==> config.mk <==
export PLATFORM = sky130hd
export DESIGN_NAME = dbus_responder
export DESIGN_NICKNAME = d
export VERILOG_FILES = /design/src/rtl/dbus_pkg.sv /design/src/rtl/sync_fifo.sv /design/src/rtl/dbus_responder.sv
export SDC_FILE = /design/constraint.sdc
export NUM_CORES = 2
export LEC_CHECK = 0
export BUFFER_PORTS_ARGS = -buffer_cell sky130_fd_sc_hd__buf_2
export CAP_MARGIN = 15
export CORE_MARGIN = 8
export CORE_UTILIZATION = 34
export CTS_CLUSTER_SIZE = 8
export DETAILED_ROUTE_END_ITERATION = 6
export GPL_ROUTABILITY_DRIVEN = 0
export SETUP_SLACK_MARGIN = 0.4
export SLEW_MARGIN = 20
export SYNTH_ARGS = -nofsm -noshare
export SYNTH_HDL_FRONTEND = slang
export SYNTH_SLANG_ARGS = --single-unit
==> constraint.sdc <==
create_clock -name clk -period 4.1 [get_ports clk]
set_clock_uncertainty 0.05 [all_clocks]
set_input_delay 0.615 -clock clk [delete_from_list [all_inputs] [get_ports clk]]
set_output_delay 0.615 -clock clk [all_outputs]
set_load 0.01 [all_outputs]
==> src/rtl/dbus_pkg.sv <==
// Shared definitions for the data-bus responder: address map, CLR bit
// positions and the STATUS register layout.
package dbus_pkg;

    // MMIO registers; the 0x060-0x06F window shadows the RAM beneath it.
    localparam logic [31:0] OUTQ_ADR   = 32'h0000_0060;
    localparam logic [31:0] RESULT_ADR = 32'h0000_0064;
    localparam logic [31:0] STATUS_ADR = 32'h0000_0068;
    localparam logic [31:0] CLR_ADR    = 32'h0000_006C;
    // First byte address past the RAM region.
    localparam logic [31:0] RAM_LIMIT  = 32'h0000_0100;

    // Bit positions within a word stored to CLR.
    localparam int CLR_DONE_BIT     = 0;
    localparam int CLR_ERROR_BIT    = 1;
    localparam int CLR_OVERFLOW_BIT = 2;
    localparam int CLR_FLUSH_BIT    = 3;

    // STATUS register as seen by a load of STATUS_ADR.
    typedef struct packed {
        logic [25:0] rsvd;
        logic        overflow;
        logic        error;
        logic        done;
        logic [2:0]  count;
    } status_t;

    // True when the address falls inside the 16-byte MMIO window.
    function automatic logic in_mmio(input logic [31:0] adr);
        return adr[31:4] == OUTQ_ADR[31:4];
    endfunction

endpackage

==> src/rtl/sync_fifo.sv <==
// Synchronous FIFO with asynchronous reset, synchronous flush and a
// zero-valued head word while empty.
module sync_fifo #(
    parameter int DEPTH = 4,
    parameter int W     = 32
) (
    input  logic                       clk,
    input  logic                       reset,
    input  logic                       push,
    input  logic                       pop,
    input  logic                       flush,
    input  logic [W-1:0]               wdata,
    output logic [W-1:0]               rdata,
    output logic                       full,
    output logic                       empty,
    output logic [$clog2(DEPTH+1)-1:0] count
);

    localparam int PW = $clog2(DEPTH);
    localparam int CW = $clog2(DEPTH + 1);

    logic [W-1:0]  mem [DEPTH];
    logic [PW-1:0] wr_ptr;
    logic [PW-1:0] rd_ptr;
    logic          push_en;
    logic          pop_en;

    // A pop needs data; a push into a full FIFO only fits if the head leaves the same edge.
    always_comb begin
        pop_en  = pop && !empty;
        push_en = push && (!full || pop_en);
        full    = count == CW'(DEPTH);
        empty   = count == '0;
        rdata   = empty ? '0 : mem[rd_ptr];
    end

    // Pointers wrap naturally since DEPTH is a power of two; flush wins over traffic.
    always_ff @(posedge clk or posedge reset) begin
        if (reset) begin
            wr_ptr <= '0;
            rd_ptr <= '0;
            count  <= '0;
        end else if (flush) begin
            wr_ptr <= '0;
            rd_ptr <= '0;
            count  <= '0;
        end else begin
            if (push_en) wr_ptr <= wr_ptr + 1'b1;
            if (pop_en)  rd_ptr <= rd_ptr + 1'b1;
            if (push_en && !pop_en)      count <= count + 1'b1;
            else if (pop_en && !push_en) count <= count - 1'b1;
        end
    end

    // Storage array; no reset needed because the head is masked while empty.
    always_ff @(posedge clk) begin
        if (push_en && !flush) mem[wr_ptr] <= wdata;
    end

endmodule

==> src/rtl/dbus_responder.sv <==
// Data-bus responder for a single-cycle core: word RAM, MMIO registers
// (OUTQ, RESULT, STATUS, CLR) and an output FIFO toward a consumer.
// Output handshake: a word leaves the FIFO on a rising clk edge where
// out_valid=1 and out_ready=1; while out_valid=1 and out_ready=0,
// out_data holds the same head word.
module dbus_responder
    import dbus_pkg::*;
#(
    parameter int RAM_WORDS  = 64,
    parameter int FIFO_DEPTH = 4
) (
    input  logic        clk,
    input  logic        reset,
    input  logic        MemWrite,
    input  logic [31:0] DataAdr,
    input  logic [31:0] WriteData,
    output logic [31:0] ReadData,
    output logic        out_valid,
    input  logic        out_ready,
    output logic [31:0] out_data,
    output logic        done,
    output logic [31:0] result
);

    localparam int AW = $clog2(RAM_WORDS);
    localparam int CW = $clog2(FIFO_DEPTH + 1);

    logic [31:0]   ram [RAM_WORDS];
    logic [AW-1:0] ram_idx;
    logic          mmio_hit;
    logic          ram_hit;
    logic          aligned;
    logic          store_ok;
    logic          wr_ram;
    logic          wr_outq;
    logic          wr_result;
    logic          wr_clr;
    logic          error;
    logic          overflow;
    logic          fifo_full;
    logic          fifo_empty;
    logic [CW-1:0] fifo_count;
    logic [31:0]   count_ext;
    status_t       status;

    // Address decode and store qualification.
    always_comb begin
        mmio_hit  = in_mmio(DataAdr);
        ram_hit   = (DataAdr < RAM_LIMIT) && !mmio_hit;
        aligned   = DataAdr[1:0] == 2'b00;
        ram_idx   = DataAdr[AW+1:2];
        store_ok  = MemWrite && aligned && (ram_hit || mmio_hit);
        wr_ram    = store_ok && ram_hit;
        wr_outq   = store_ok && (DataAdr == OUTQ_ADR);
        wr_result = store_ok && (DataAdr == RESULT_ADR);
        wr_clr    = store_ok && (DataAdr == CLR_ADR);
    end

    // Zero-latency load path and STATUS assembly.
    always_comb begin
        count_ext       = 32'(fifo_count);
        status          = '0;
        status.overflow = overflow;
        status.error    = error;
        status.done     = done;
        status.count    = count_ext[2:0];
        ReadData        = '0;
        if (mmio_hit) begin
            case (DataAdr[3:2])
                2'b01:   ReadData = result;
                2'b10:   ReadData = status;
                default: ReadData = '0;
            endcase
        end else if (ram_hit) begin
            ReadData = ram[ram_idx];
        end
    end

    // Data RAM keeps its contents across reset.
    always_ff @(posedge clk) begin
        if (wr_ram) ram[ram_idx] <= WriteData;
    end

    // RESULT and sticky flags; a set in the same edge as its clear wins.
    always_ff @(posedge clk or posedge reset) begin
        if (reset) begin
            result   <= '0;
            done     <= 1'b0;
            error    <= 1'b0;
            overflow <= 1'b0;
        end else begin
            if (wr_result) result <= WriteData;
            done     <= (done && !(wr_clr && WriteData[CLR_DONE_BIT])) || wr_result;
            error    <= (error && !(wr_clr && WriteData[CLR_ERROR_BIT]))
                        || (MemWrite && !store_ok);
            overflow <= (overflow && !(wr_clr && WriteData[CLR_OVERFLOW_BIT]))
                        || (wr_outq && fifo_full && !(out_valid && out_ready));
        end
    end

    assign out_valid = !fifo_empty;

    sync_fifo #(
        .DEPTH(FIFO_DEPTH),
        .W    (32)
    ) u_fifo (
        .clk  (clk),
        .reset(reset),
        .push (wr_outq),
        .pop  (out_ready),
        .flush(wr_clr && WriteData[CLR_FLUSH_BIT]),
        .wdata(WriteData),
        .rdata(out_data),
        .full (fifo_full),
        .empty(fifo_empty),
        .count(fifo_count)
    );

endmodule

Word level (Yosys, flattened, before mapping). Memories as Yosys holds them, arrays and structs flattened. Cells that the tools add are included.

$add $sub $neg: 4. Order comparisons: 1. Equality and inequality tests: 7. Multiplexer cells: 15. Reductions and logical operators: 42.

Operators with widths (count): $eq A32 B7 Y1 const B (3); $mux W32 (3); $pmux W32 S2 (1); $lt A32 B9 Y1 const B (1); $eq A28 B3 Y1 const B (1); $logic_and A1 B1 Y1 (22); $logic_not A1 Y1 (10); $mux W3 (3); $mux W2 (4); $logic_or A1 B1 Y1 (5); $add A2 B1 Y2 const B (2); $mux W1 (4); $reduce_bool A2 Y1 (2); $add A3 B1 Y3 const B (1); $eq A3 B3 Y1 const B (1); $logic_not A3 Y1 (1); $reduce_bool A3 Y1 (1); $sub A3 B1 Y3 const B (1); $eq A2 B1 Y1 const B (1); $eq A2 B2 Y1 const B (1); $logic_not A2 Y1 (1).

Register bits: 42. Bits in writable memories: 2176. Input bits: 68. Output and inout bits: 98. Logic and storage cells: 78. Memories kept: 2.

Memories: ram (depth 64, width 32, read ports 1, clocked after Yosys merged registers in 0, write ports 1, line dbus_responder.sv:28) `logic [31:0] ram [RAM_WORDS];`; u_fifo.mem (depth 4, width 32, read ports 1, clocked after Yosys merged registers in 0, write ports 1, line sync_fifo.sv:22) `logic [W-1:0] mem [DEPTH];`.

Longest topological paths before layout.
Word-level depth: 12. Gate-level depth with buffers: 15. Depth with buffers taken out: 10.

Hierarchy. A second synthesis with hierarchy kept.

Cell total of the unflattened synthesis: 4560. Area total of the unflattened synthesis: 83966.8 µm².

Modules (own cells, without submodules): dbus_responder (times used 1, cells an instance 4293, area an instance 78540.3 µm², seq. area each 60603.1 µm²); sync_fifo (times used 1, cells an instance 267, area an instance 5426.5 µm², seq. area each 4018.9 µm²).

Least setup slack after synthesis. OpenSTA, ideal clock, no wires.

Kind: input -> register. Start: input DataAdr[31]. End: memory ram[0][0] (enable). Library setup time: 421 ps. Arrival time: 3408 ps. Required time: 3629 ps. Slack: 221 ps. Stages: 6. Buffers on the path: 1. Cells stage by stage: nor4_1 > nand4_1 > nor3_1 > clkbuf_1 > nand4_1 > nor2_1.

Longest elaborated chain between the ends: 8. Elaborated cells on any way between the ends: 9. Those cells by class: order compare (1); eq/ne (1); mux (2); reduce/logical (5).

RTL lines: start, declared (line dbus_responder.sv:15) `input logic [31:0] DataAdr,`; parallel branches: the longest is 5 deep, another holds $lt A32 B9 Y1; $logic_and A1 B1 Y1 (*) (line dbus_responder.sv:53) `wr_ram = store_ok && ram_hit;`; $mux W1 (*) (line dbus_responder.sv:81) `if (wr_ram) ram[ram_idx] <= WriteData;`; $mux W1 (implied by the code) (*) (line dbus_responder.sv:81); end, declared (line dbus_responder.sv:28).

Every way passes the cells marked *.

Final worst setup path.
Start: input DataAdr[2]. End: output ReadData[12].

Longest elaborated chain between the ends: 4. Elaborated cells on any way between the ends: 8. Those cells by class: order compare (1); eq/ne (2); mux (3); reduce/logical (1); memory (1).

RTL lines: $lt A32 B9 Y1 (line dbus_responder.sv:49) `ram_hit = (DataAdr < RAM_LIMIT) && !mmio_hit;`; $logic_and A1 B1 Y1 (line dbus_responder.sv:49); $mux W32 (line dbus_responder.sv:74) `end else if (ram_hit) begin`; $mux W32 (*) (line dbus_responder.sv:68) `if (mmio_hit) begin`; end, declared (line dbus_responder.sv:17) `output logic [31:0] ReadData,`.

Mark *: on every way between the ends. The rest lies on a longest branch, timed or not.

==> impl_summary.md <==
Global routing
The number of global-route vias before repair was 51100. The largest net degree at the start of global routing is 70. The initial antenna violation count is 28.

The first global-routing pass estimated 432000 um of wire. The residual overflow from global routing is 0. For this run, the total global-route usage over all layers was measured as 0.236.

Worst setup path
The worst flop-to-flop path startpoint is u_fifo.count[0]$_DFFE_PP0P_. Counting cells, the worst reg-to-reg path comes to 8. The worst setup path is captured at a primary output. At the worst endpoint, the arrival time is 3160 ps. Of all nets on the critical path, the largest fanout is 10. The worst register-to-register path ends at u_fifo.count[2]$_DFFE_PP0P_.

The worst setup path endpoint is ReadData[12]. At the worst endpoint, the required time is 3430 ps. In this run the register-to-register setup slack is 1480 ps. By startpoint and endpoint, the worst setup path is classified as in -> out.

The worst setup path is launched from an input port. Tracing the worst setup path back leads to its startpoint at DataAdr[2].

Synthesis
Counting flops with a built-in enable in the synthesized netlist gives 2119. The synthesized-area fraction occupied by ao, oa, aoi and oai cells is 0.0830. Synthesis produced 4546 cells.

The fraction of the mapped netlist area in adder cells is 0.00158. The share of cell area taken by muxes after synthesis is 0.0936. The cell area after synthesis is 83700 um^2. After synthesis, the share of flip-flops with an asynchronous set or reset is 0.0194. The mean area per synthesized cell is 18.4 um^2. Yosys printed 0 warnings. The number of distinct library cells after synthesis is 80. The synthesized design contains 2161 register bits.

The share of the yosys chip area belonging to registers is 0.773. The most used flip-flop cell after synthesis is sky130_fd_sc_hd__edfxtp_1. The dominant combinational cell family by area after synthesis is multiplexers. Of the total synthesized cell area, the portion taken by XOR and XNOR cells is 0.000628. Of the total synthesized cell area, the portion taken by AND, OR, NAND and NOR gates is 0.0275.

Floorplan
The die is 512 um tall. 166 I/O pins were placed. For this configuration, the core starts out at a cell density of 0.341. The die footprint is 262000 um^2.

The core region is 245000 um^2. The die outline width is 512 um. In this run the core area contains 182 standard-cell rows.

Power
The static leakage is 35.1 nW. In this run the power density over the cells is 479 nW/um^2. Of the total power, the clock network draws 0.459. The internal power contribution is 39.6 mW. The power consumption is 50.4 mW. The fraction of power spent switching nets is 0.216. Across the VDD grid, the largest voltage drop is 0.470 mV. The power share of the sequential group is 0.483. The net switching power is 10.9 mW. The share of total power dissipated in combinational logic is 0.057.

Cells and area
Counting the fill cells in the layout gives 21200. In the layout the commonest cells are sky130_fd_sc_hd__edfxtp_1 (2119), sky130_fd_sc_hd__buf_4 (409), sky130_fd_sc_hd__clkbuf_16 (334), sky130_fd_sc_hd__o22ai_1 (289), sky130_fd_sc_hd__buf_12 (203). The footprint of the multi-input gates is 18600 um^2. The layout-stage area growth over the synthesis result is 25.8%. The area used by sequential logic in the layout is 64700 um^2. The leading cell type in the layout, fill and taps excluded is sky130_fd_sc_hd__edfxtp_1. The ratio of cells with drive above 1 in the final layout is 0.303.

In the final design database the tool counted 5533 nets. After routing the design area is 105000 um^2. Leaving out filler cells and counting taps, the final layout contains 8761.

Clock network
At the later pin of the worst-skew pair, clock insertion delay measures 950 ps. The clock tree buffer depth is 4. The number of levels the H-tree was split into is 5. Clock-pin slew was measured on the worst setup and hold paths at 50 ps. The clock tree from TritonCTS is done. The number of clock buffers added by TritonCTS is 321. The clock net sink count is 2161. The root buffer cell is sky130_fd_sc_hd__clkbuf_16.

Timing
The final hold violation count came to 0. The routed design could run at a clock period as short as 3820 ps. The setup TNS is 0 ps. Setup repair after global routing could not meet its margin everywhere.

The relative slew slack is 0.245. The final critical-path share of the clock period is 0.932. Setup violations remaining at the end of the flow were counted as 0.

The number of max-slew violations in the final report is 0. For the pin with the worst max-slew slack, the measured transition is 1130 ps. Static timing analysis puts the maximum clock frequency at 0.262 GHz.

Detailed routing
The routed wire length on met3 is 40100 um. The number of remaining DRC errors is 0. The count of nets left with antenna violations once routing finished came out at 0. The met1 wire length is 114000 um. The first detailed-routing pass took 7 iterations. Signal routing reaches up to met5. The routed layout has 53600 vias. After the first detailed-routing iteration, the DRC count stood at 9130. Dividing the detail-routed wire length by the instance count gives 37.1 um.

In the routed layout, each cell is associated on average with a via count of 6.12. The routed wire length is 325000 um. Detailed routing placed a total of 147000 um of wire on met2.

Hold path
The classification of the worst-slack hold path is in -> reg.

Place
The count of buffers from port buffering is 165. The post-placement cell area is 94400 um^2. The wire-length estimate of the detail-placed layout is 198000 um. The number of placed cells counting well taps is 8238.

Job
Across the run, the number of max-cap violations was 0.

Status
The flow ran to the end, and the final reports show no timing, DRC or antenna violations.
## area by class of cell
class                   count  share of cell area
diodes                     10            0.000238
clock buffers             391              0.0802
clock inverters             8            0.000974
inverters                  12            0.000558
multi-input cells        2128               0.177
flip-flops and latches   2161               0.614
well taps                3220              0.0382
repair buffers            831              0.0890
## cell families (layout without fill, tap and decap cells)
group / Yosys count / in the layout
flip-flops: 2161 / 2161
other: 1 / 81
AND/OR/NAND/NOR: 491 / 491
adder cells (fa/ha/maj): 10 / 10
XOR/XNOR: 6 / 6
AO/OA/AOI/OAI: 1008 / 1008
buffers and inverters: 327 / 1242
multiplexers: 542 / 542
## power groups by stage
| stage | Sequential, mW | Clock [mW] | Combinational, mW |
|---|---|---|---|
| after floorplan | 24.8 | 0 | 1.08 |
| after global placement | 24.8 | 0 | 2.47 |
| after detailed placement | 24.8 | 0 | 2.50 |
| after CTS | 24.4 | 23.3 | 2.72 |
| after global routing | 24.4 | 24.2 | 2.93 |
| final | 24.4 | 23.2 | 2.89 |
## cell usage after synthesis (9+ instances only)
master	n	area share
sky130_fd_sc_hd__nor3_1	18	0.0011
sky130_fd_sc_hd__and3_1	9	0.00067
sky130_fd_sc_hd__mux2_2	182	0.024
sky130_fd_sc_hd__nor4_1	23	0.0017
sky130_fd_sc_hd__nor2b_1	18	0.0013
sky130_fd_sc_hd__a22o_1	23	0.0024
sky130_fd_sc_hd__buf_2	114	0.0068
sky130_fd_sc_hd__or3_1	12	0.00090
sky130_fd_sc_hd__mux4_2	130	0.035
sky130_fd_sc_hd__buf_1	40	0.0018
sky130_fd_sc_hd__dfrtp_1	42	0.013
sky130_fd_sc_hd__a211oi_1	47	0.0042
sky130_fd_sc_hd__buf_4	38	0.0034
sky130_fd_sc_hd__mux4_1	34	0.011
sky130_fd_sc_hd__o22ai_1	298	0.022
sky130_fd_sc_hd__o221ai_1	144	0.015
sky130_fd_sc_hd__ha_1	9	0.0013
sky130_fd_sc_hd__nand3_1	23	0.0014
sky130_fd_sc_hd__a221o_1	9	0.0011
sky130_fd_sc_hd__inv_1	11	0.00049
sky130_fd_sc_hd__mux2i_1	196	0.023
sky130_fd_sc_hd__nor2_1	195	0.0087
sky130_fd_sc_hd__o31ai_1	11	0.00099
sky130_fd_sc_hd__edfxtp_1	2119	0.76
sky130_fd_sc_hd__a32o_1	13	0.0016
sky130_fd_sc_hd__buf_6	27	0.0036
sky130_fd_sc_hd__a21oi_1	144	0.0086
sky130_fd_sc_hd__a22oi_1	64	0.0057
sky130_fd_sc_hd__nand2_1	112	0.0050
sky130_fd_sc_hd__clkbuf_1	93	0.0042
sky130_fd_sc_hd__a221oi_1	18	0.0019
sky130_fd_sc_hd__o22a_1	23	0.0024
sky130_fd_sc_hd__a2111oi_0	10	0.0010
sky130_fd_sc_hd__a2bb2oi_1	18	0.0019
sky130_fd_sc_hd__o21ai_0	133	0.0080
sky130_fd_sc_hd__and2_1	42	0.0031
## worst max-delay path, stage by stage
cell and delay (ps):
sky130_fd_sc_hd__buf_16 140, sky130_fd_sc_hd__buf_12 160, sky130_fd_sc_hd__buf_12 120, sky130_fd_sc_hd__clkbuf_16 150, sky130_fd_sc_hd__nor2_1 50, sky130_fd_sc_hd__buf_4 270, sky130_fd_sc_hd__a22oi_1 370, sky130_fd_sc_hd__o221ai_2 230
sky130_fd_sc_hd__buf_4 180, sky130_fd_sc_hd__a21oi_1 230, sky130_fd_sc_hd__o221a_2 240, sky130_fd_sc_hd__a41o_1 200, sky130_fd_sc_hd__buf_2 160
## registers in the layout, summed over array words and instances, names as in the netlist
name / cells
ram: 1991
done: 1
error: 1
overflow: 1
u_fifo.rd_ptr: 2
u_fifo.wr_ptr: 2
result: 32
u_fifo.count: 3
u_fifo.mem: 128
## how the worst min path moves through the flow
stage	from	cells after the start	slack, ps	end
after global placement	error$_DFF_PP0_	1	450	error$_DFF_PP0_
after CTS	out_ready	4	20	u_fifo.rd_ptr[0]$_DFFE_PP0P_
after global routing	out_ready	4	90	u_fifo.rd_ptr[1]$_DFFE_PP0P_
final	out_ready	4	80	u_fifo.rd_ptr[0]$_DFFE_PP0P_
after detailed placement	error$_DFF_PP0_	1	450	error$_DFF_PP0_
after floorplan	overflow$_DFF_PP0_	1	420	overflow$_DFF_PP0_
## through the flow
stage	worst slack [ps]	hold WS [ps]	util
3_5_place_dp	-463	454	0.385
5_1_grt	290	85.2	0.429
4_1_cts	305	19.5	0.426
2_1_floorplan	221	417	-
3_3_place_gp	-445	454	0.384
6_report	279	83.6	0.429
## layer usage
metal | track usage | up-vias
met2 | 0.366 | 4524
li1 | - | 20500
met3 | 0.0615 | 1039
met4 | 0.143 | 22
met5 | 0 | -
met1 | 0.297 | 27500
## repair_timing
| item | CTS | global route |
|---|---|---|
| endpoints found under the hold margin | 25 | 0 |
| gates resized for setup | 131 | 62 |
| pin swaps | 26 | 29 |
| endpoints found under the setup margin | 45 | 28 |
| cloned | 15 | 6 |
| hold buffers | 3 | 0 |
| buffers inserted | 59 | 31 |
(Power assumes the default switching activity.)
